--- src/rtl/p3_cache_pkg.sv ---
// Shared definitions for the cache miss/write-back sequencer:
// bus widths, default memory latency, FSM state encodings and helpers.
package p3_cache_pkg;

   localparam int ADDR_W          = 5;
   localparam int DATA_W          = 8;
   localparam int CACHE_DATA_BITS = 3;   // low data bits actually held by the cache
   localparam int MEM_LAT         = 7;   // default memory latency in cycles
   localparam int LAT_W           = 4;   // latency counter width (MEM_LAT 1..15)
   localparam int CNT_W           = 8;   // statistics counter width

   typedef enum logic [2:0] {
      ST_IDLE   = 3'd0,
      ST_LOOKUP = 3'd1,
      ST_CHECK  = 3'd2,
      ST_WB     = 3'd3,
      ST_RD     = 3'd4,
      ST_FILL   = 3'd5,
      ST_DONE   = 3'd6
   } state_t;

   // Saturating increment: statistics stick at all-ones instead of wrapping.
   function automatic logic [CNT_W-1:0] sat_inc(input logic [CNT_W-1:0] v);
      return (v == '1) ? v : v + 1'b1;
   endfunction

endpackage

--- src/rtl/p3_lat_counter.sv ---
// Down-counter timing memory accesses. Loaded with latency-1 on entry to a
// memory state, it decrements each cycle and flags zero on the final cycle.
module p3_lat_counter
   import p3_cache_pkg::*;
(
   input  logic             i_clock,
   input  logic             i_reset,
   input  logic             i_load,
   input  logic [LAT_W-1:0] i_load_val,
   input  logic             i_dec,
   output logic             o_zero
);

   logic [LAT_W-1:0] r_count;

   // Load takes priority so back-to-back WB->RD reloads cleanly; stop at zero.
   always_ff @(posedge i_clock or posedge i_reset) begin
      if (i_reset)
         r_count <= '0;
      else if (i_load)
         r_count <= i_load_val;
      else if (i_dec && (r_count != '0))
         r_count <= r_count - 1'b1;
   end

   assign o_zero = (r_count == '0);

endmodule

--- src/rtl/p3_cache_ctrl.sv ---
// Miss/write-back sequencer between the requester, a 2-way write-back cache
// and main memory. One request at a time: lookup, optional dirty-victim
// write-back, refill, fill commit, completion pulse. Keeps hit/miss/wb stats.
module p3_cache_ctrl #(
   parameter int MEM_LAT = p3_cache_pkg::MEM_LAT,
   parameter int ADDR_W  = p3_cache_pkg::ADDR_W,
   parameter int DATA_W  = p3_cache_pkg::DATA_W
)(
   input  logic              i_clock,
   input  logic              i_reset,
   input  logic              i_cpu_req,
   input  logic              i_cpu_wren,
   input  logic [ADDR_W-1:0] i_cpu_addr,
   input  logic [DATA_W-1:0] i_cpu_wdata,
   output logic              o_cpu_ready,
   output logic              o_cpu_done,
   output logic [DATA_W-1:0] o_cpu_rdata,
   output logic              o_cache_lookup,
   output logic              o_cache_wren,
   output logic [ADDR_W-1:0] o_cache_addr,
   output logic [DATA_W-1:0] o_cache_wdata,
   input  logic              i_cache_hit,
   input  logic              i_cache_victim_dirty,
   input  logic [ADDR_W-1:0] i_cache_victim_addr,
   input  logic [DATA_W-1:0] i_cache_victim_data,
   input  logic [DATA_W-1:0] i_cache_rdata,
   output logic              o_cache_fill,
   output logic [DATA_W-1:0] o_cache_fill_data,
   output logic              o_cache_fill_dirty,
   output logic              o_mem_en,
   output logic              o_mem_wren,
   output logic [ADDR_W-1:0] o_mem_addr,
   output logic [DATA_W-1:0] o_mem_wdata,
   input  logic [DATA_W-1:0] i_mem_rdata,
   output logic              o_busy,
   output logic [7:0]        o_hit_cnt,
   output logic [7:0]        o_miss_cnt,
   output logic [7:0]        o_wb_cnt,
   output logic [2:0]        o_state_dbg
);

   import p3_cache_pkg::*;

   localparam logic [LAT_W-1:0] LAT_LOAD = LAT_W'(MEM_LAT - 1);

   state_t            r_state;
   logic              r_req_wren;
   logic              r_cpu_ready;
   logic              r_cpu_done;
   logic [DATA_W-1:0] r_cpu_rdata;
   logic              r_cache_lookup;
   logic              r_cache_wren;
   logic [ADDR_W-1:0] r_cache_addr;
   logic [DATA_W-1:0] r_cache_wdata;
   logic              r_cache_fill;
   logic [DATA_W-1:0] r_cache_fill_data;
   logic              r_cache_fill_dirty;
   logic              r_mem_en;
   logic              r_mem_wren;
   logic [ADDR_W-1:0] r_mem_addr;
   logic [DATA_W-1:0] r_mem_wdata;
   logic              r_busy;
   logic [CNT_W-1:0]  r_hit_cnt;
   logic [CNT_W-1:0]  r_miss_cnt;
   logic [CNT_W-1:0]  r_wb_cnt;

   logic              w_lat_load;
   logic              w_lat_dec;
   logic              w_lat_zero;
   logic [DATA_W-1:0] w_fill_data;

   // Counter reloads on entry to WB (from CHECK) and on entry to RD
   // (from CHECK on a clean miss, or from the last WB cycle).
   assign w_lat_load = ((r_state == ST_CHECK) && !i_cache_hit) ||
                       ((r_state == ST_WB) && w_lat_zero);
   assign w_lat_dec  = (r_state == ST_WB) || (r_state == ST_RD);

   p3_lat_counter u_lat (
      .i_clock    (i_clock),
      .i_reset    (i_reset),
      .i_load     (w_lat_load),
      .i_load_val (LAT_LOAD),
      .i_dec      (w_lat_dec),
      .o_zero     (w_lat_zero)
   );

   // Fill line: a write-allocate merges the cached low bits of the write data
   // over the refilled word; a read installs the memory word unchanged.
   generate
      for (genvar gi = 0; gi < DATA_W; gi++) begin : g_fill
         if (gi < CACHE_DATA_BITS) begin : g_merge
            assign w_fill_data[gi] = r_req_wren ? r_cache_wdata[gi] : i_mem_rdata[gi];
         end else begin : g_mem
            assign w_fill_data[gi] = i_mem_rdata[gi];
         end
      end
   endgenerate

   // Sequencer FSM; every output is a register updated on the transition edge.
   always_ff @(posedge i_clock or posedge i_reset) begin
      if (i_reset) begin
         r_state            <= ST_IDLE;
         r_req_wren         <= 1'b0;
         r_cpu_ready        <= 1'b0;
         r_cpu_done         <= 1'b0;
         r_cpu_rdata        <= '0;
         r_cache_lookup     <= 1'b0;
         r_cache_wren       <= 1'b0;
         r_cache_addr       <= '0;
         r_cache_wdata      <= '0;
         r_cache_fill       <= 1'b0;
         r_cache_fill_data  <= '0;
         r_cache_fill_dirty <= 1'b0;
         r_mem_en           <= 1'b0;
         r_mem_wren         <= 1'b0;
         r_mem_addr         <= '0;
         r_mem_wdata        <= '0;
         r_busy             <= 1'b0;
         r_hit_cnt          <= '0;
         r_miss_cnt         <= '0;
         r_wb_cnt           <= '0;
      end else begin
         // Strobes are single-cycle unless re-asserted below.
         r_cpu_done     <= 1'b0;
         r_cache_lookup <= 1'b0;
         r_cache_wren   <= 1'b0;
         r_cache_fill   <= 1'b0;
         case (r_state)
            ST_IDLE: begin
               r_cpu_ready <= 1'b1;
               if (i_cpu_req && r_cpu_ready) begin
                  r_req_wren     <= i_cpu_wren;
                  r_cache_addr   <= i_cpu_addr;
                  r_cache_wdata  <= i_cpu_wdata;
                  r_cache_lookup <= 1'b1;
                  r_cache_wren   <= i_cpu_wren;
                  r_cpu_ready    <= 1'b0;
                  r_busy         <= 1'b1;
                  r_state        <= ST_LOOKUP;
               end
            end
            ST_LOOKUP: begin
               r_state <= ST_CHECK;
            end
            ST_CHECK: begin
               if (i_cache_hit) begin
                  r_cpu_rdata <= r_req_wren ? r_cache_wdata : i_cache_rdata;
                  r_hit_cnt   <= sat_inc(r_hit_cnt);
                  r_cpu_done  <= 1'b1;
                  r_state     <= ST_DONE;
               end else if (i_cache_victim_dirty) begin
                  r_miss_cnt  <= sat_inc(r_miss_cnt);
                  r_wb_cnt    <= sat_inc(r_wb_cnt);
                  r_mem_en    <= 1'b1;
                  r_mem_wren  <= 1'b1;
                  r_mem_addr  <= i_cache_victim_addr;
                  r_mem_wdata <= i_cache_victim_data;
                  r_state     <= ST_WB;
               end else begin
                  r_miss_cnt  <= sat_inc(r_miss_cnt);
                  r_mem_en    <= 1'b1;
                  r_mem_wren  <= 1'b0;
                  r_mem_addr  <= r_cache_addr;
                  r_state     <= ST_RD;
               end
            end
            ST_WB: begin
               if (w_lat_zero) begin
                  r_mem_wren <= 1'b0;
                  r_mem_addr <= r_cache_addr;
                  r_state    <= ST_RD;
               end
            end
            ST_RD: begin
               if (w_lat_zero) begin
                  r_mem_en           <= 1'b0;
                  r_cache_fill       <= 1'b1;
                  r_cache_fill_data  <= w_fill_data;
                  r_cache_fill_dirty <= r_req_wren;
                  r_state            <= ST_FILL;
               end
            end
            ST_FILL: begin
               r_cpu_rdata <= r_cache_fill_data;
               r_cpu_done  <= 1'b1;
               r_state     <= ST_DONE;
            end
            ST_DONE: begin
               r_cpu_ready <= 1'b1;
               r_busy      <= 1'b0;
               r_state     <= ST_IDLE;
            end
            default: begin
               r_busy   <= 1'b0;
               r_mem_en <= 1'b0;
               r_state  <= ST_IDLE;
            end
         endcase
      end
   end

   assign o_cpu_ready        = r_cpu_ready;
   assign o_cpu_done         = r_cpu_done;
   assign o_cpu_rdata        = r_cpu_rdata;
   assign o_cache_lookup     = r_cache_lookup;
   assign o_cache_wren       = r_cache_wren;
   assign o_cache_addr       = r_cache_addr;
   assign o_cache_wdata      = r_cache_wdata;
   assign o_cache_fill       = r_cache_fill;
   assign o_cache_fill_data  = r_cache_fill_data;
   assign o_cache_fill_dirty = r_cache_fill_dirty;
   assign o_mem_en           = r_mem_en;
   assign o_mem_wren         = r_mem_wren;
   assign o_mem_addr         = r_mem_addr;
   assign o_mem_wdata        = r_mem_wdata;
   assign o_busy             = r_busy;
   assign o_hit_cnt          = r_hit_cnt;
   assign o_miss_cnt         = r_miss_cnt;
   assign o_wb_cnt           = r_wb_cnt;
   assign o_state_dbg        = r_state;

endmodule

--- config.mk ---
export PLATFORM = sky130hd
export DESIGN_NAME = p3_cache_ctrl
export DESIGN_NICKNAME = d
export VERILOG_FILES = /design/src/rtl/p3_cache_pkg.sv /design/src/rtl/p3_lat_counter.sv /design/src/rtl/p3_cache_ctrl.sv
export SDC_FILE = /design/constraint.sdc
export NUM_CORES = 1
export LEC_CHECK = 0
export CAP_MARGIN = 20
export CORE_MARGIN = 1
export CORE_UTILIZATION = 41
export CTS_CLUSTER_SIZE = 20
export DETAILED_ROUTE_END_ITERATION = 6
export PLACE_DENSITY = 0.76
export SYNTH_ARGS = -nofsm -noshare
export SYNTH_HDL_FRONTEND = slang
export SYNTH_HIERARCHICAL = 1
export SYNTH_SLANG_ARGS = --single-unit
--- constraint.sdc ---
create_clock -name i_clock -period 2.4 [get_ports i_clock]
set_clock_uncertainty 0.1 [all_clocks]
set_input_delay 0.48 -clock i_clock [delete_from_list [all_inputs] [get_ports i_clock]]
set_output_delay 0.48 -clock i_clock [all_outputs]
set_load 0.005 [all_outputs]
==> impl_results.md <==
- Count of unique library cells instantiated by Yosys: 49
- Count of pins on the block boundary: 126
- Global-route wire length before repair: 15300 um
- Residual overflow from global routing: 0
- Number of global-route vias before repair: 3092
- Most frequent cells in the layout: clkdlybuf4s50_1 (125), dfrtp_1 (83), nand2_1 (39)
- Maximum capacitance violations: 0
- Area growth from synthesis to layout: 41.5%
- Async SR Flop Fraction: 100%
- Final estimated routing congestion in global placement: 0.816
- CORE AREA: 8850 sq um
- Share of cells above drive strength 1: 14.6%
- Antenna violations before repair: 0
- Post-route clock period utilization: 95.1%
- CTS root buf: clkbuf_8
- Drt pass-1 iters: 7
- Vias: 3027
- Tmin final: 2.28 ns
- Most frequent standard cell in the layout excluding fill and tap cells: clkdlybuf4s50_1
- Setup-violating endpoint count in the final report: 0
- Number of failing hold endpoints at the final stage: 0
- Number of storage elements in the synthesis netlist: 83
- Leakage power figure: 2.32 nW
- Sequential fraction of the synthesis area: 54.5%
- ANT nets after route: 0
- Crit-path slowest cell: or3b_4
- Width of the die: 98.4 um
- Crit path arrival time: 2.41 ns
- CP Cell Sequence: inv_1 -> ha_1 -> or3b_4 -> inv_1 -> nor2b_1 -> a211o_1 -> inv_2 -> nor3_1 -> a221o_1
- Worst-Skew Late Latency: 0.35 ns
- Dominant synthesized flop cell: dfrtp_1
- Routed wire per std cell: 16.0 um
- EDFF count, synth: 0
- Detailed-route vias per instance: 5.23
- Worst path max stage delay: 0.42 ns
- Sinks on the clock net: 83
- Peak Freq: 0.438 GHz
- Number of standard cells after synthesis: 333
- Effective utilization at floorplan: 43.0%
- Critical path's top delay family: compound AO/OA/AOI/OAI gates
- Maximum resistive drop on vdd: 0.671 mV
- Maximum number of pins on one net before global-route repair: 80
- Cell area after synthesis: 3810 sq um
- Total Negative Setup Slacks: 0 ns
- Global-route total usage across every layer: 20.2%
- Count of warnings emitted by yosys: 6
- Number of input and output port buffers inserted: 125
- Number of buffers between clock root and the deepest sink: 2
- Capturing element type of the critical path: register
- Worst path most repeated cell: inv_1
- Outcome: complete, but fails checks
- Largest driver fanout on the critical path: 6
- Number of H-tree branching levels: 3
- Max-slew headroom at the worst pin: 56.6%
- Average footprint of a synthesized cell: 11.4 sq um
- Clock tree from TritonCTS: done
- Count of buffering cells on the critical path with inverters included: 3
- Critical path required time: 2.53 ns
- Total clock buffers created by CTS: 9
- Worst hold path class: input port to async pin
- Slew at the pin with the worst max-slew slack: 0.651 ns
- Final Max Tran Viols: 0
- Half-perimeter wire length after detailed placement: 6820 um
- Die Height: 98.4 um
- Setup repair after global routing missed its margin: no
- Failing checks: design-rule violations
- Kind of start point of the critical path: register
- Number of inserted diodes: 0
- Starting DRT DRC Count: 95
- Classification of the worst setup path: register to register
- Post-layout utilization of the core: 60.9%
- Total power per unit cell area: 1120 nW/um^2
- # nets final: 519
- Drt drc: 3
- Die area: 9680 sq um
- Post-Route WL: 9250 um
- FP Rows: 34
- Register clock-pin slew on the reported worst setup and hold paths: 0.08 ns
-- synthesized netlist by cell type, types with 3 or more instances --
library cell / number / area, sq um
dfrtp_1: 83 / 2080
o21ai_0: 26 / 130
and3_1: 7 / 43.8
xor2_1: 6 / 52.6
buf_2: 7 / 35.0
nand3_1: 8 / 40.0
or2_2: 3 / 18.8
nor2b_1: 5 / 31.3
a31oi_1: 5 / 31.3
mux2i_1: 18 / 180
xnor2_1: 10 / 87.6
a21oi_1: 10 / 50.1
inv_1: 10 / 37.5
mux2_2: 32 / 360
nand4_1: 6 / 37.5
clkbuf_1: 6 / 22.5
nand2_1: 39 / 146
ha_1: 4 / 50.1
nor2_1: 10 / 37.5
-- state kept, by name, indices dropped and copies added (netlist names) --
signal and count:
o_mem_addr 5, o_cache_fill 1, o_cache_wren 1, r_req_wren 1
o_mem_wdata 8, o_cpu_done 1, o_hit_cnt 8, o_wb_cnt 8
o_state_dbg 3, o_cache_wdata 8, o_mem_wren 1, o_cache_fill_dirty 1
o_cache_lookup 1, u_lat/r_count 4, o_miss_cnt 8, o_cpu_rdata 8
o_cpu_ready 1, o_mem_en 1, o_cache_addr 5, o_busy 1
o_cache_fill_data 8
-- logic make-up after synthesis --
family	after synthesis	share of synthesized area, %
AOI/OAI and AO/OA	56	8.71
xor gates and xnor gates	16	3.68
adders and majority gates	4	1.31
buffers and inverters	25	2.89
DFF	83	54.5
muxes	50	14.2
other	2	0.197
and+or+nand+nor	97	14.5
-- per-stage QoR --
stage / cells / power, mW / hold WS [ns] / worst slack (ns) / area [sq um]
2_1_floorplan: 335 / 3.68 / 0.146 / 0.00250 / 3820
3_3_place_gp: 564 / 5.10 / 0.363 / 0.160 / 5230
3_5_place_dp: 564 / 5.20 / 0.368 / 0.102 / 5230
4_1_cts: 579 / 6.09 / 0.291 / 0.0844 / 5390
5_1_grt: 579 / 6.44 / 0.311 / 0.00698 / 5390
6_report: 579 / 6.03 / 0.297 / 0.117 / 5390
-- worst register-to-register path: cells and delay by family (launching register included) --
kind,cells,cell delay [ns]
compound gates,2,0.57
flops,1,0.39
fa+ha+maj,1,0.21
simple gates,3,0.56
buf+inv,3,0.35
-- where the power goes --
| group | internal, mW | leakage [nW] | switching [mW] |
|---|---|---|---|
| clock | 0.371 | 0.0754 | 0.493 |
| combinational | 1.67 | 1.22 | 0.973 |
| sequential | 1.97 | 1.02 | 0.559 |
-- per-layer routing --
| layer | global-route usage, % | wire length, um | up-vias |
|---|---|---|---|
| met5 | 0 | 0 | - |
| met4 | 5.51 | 97 | 0 |
| met3 | 7.44 | 651 | 10 |
| met2 | 34.6 | 4730 | 92 |
| met1 | 23.8 | 3770 | 1481 |
| li1 | - | - | 1444 |
-- path summary, 6_finish.rpt --
check,startpoint,end,slack (ns),cells past startpoint
min in group i_clock,o_busy,o_busy,0.38,1
hold / removal,i_reset,u_lat/r_count[0],0.30,2
setup / recovery,u_lat/r_count[0],u_lat/r_count[3],0.12,9
setup reg to reg,u_lat/r_count[0],u_lat/r_count[3],0.12,9
max in group asynchronous,i_reset,o_cache_lookup,1.35,3
hold reg to reg,o_busy,o_busy,0.38,1
-- area by class of cell --
cell class / instances / area (sq um)
multi-input cells: 227 / 1630
clock buffers: 11 / 131
fillers: 765 / 3460
inverters: 10 / 41.3
flip-flops and latches: 83 / 2080
well taps: 108 / 135
repair buffers: 136 / 1350
clock inverters: 4 / 28.8
-- timing repair --
action	4_1_cts	5_1_grt
gates resized for setup	0	1
setup buffers	0	0
endpoints found under the hold margin	0	0
endpoints found under the setup margin	0	2
hold buffers	0	0
(Power assumes the default switching activity.)
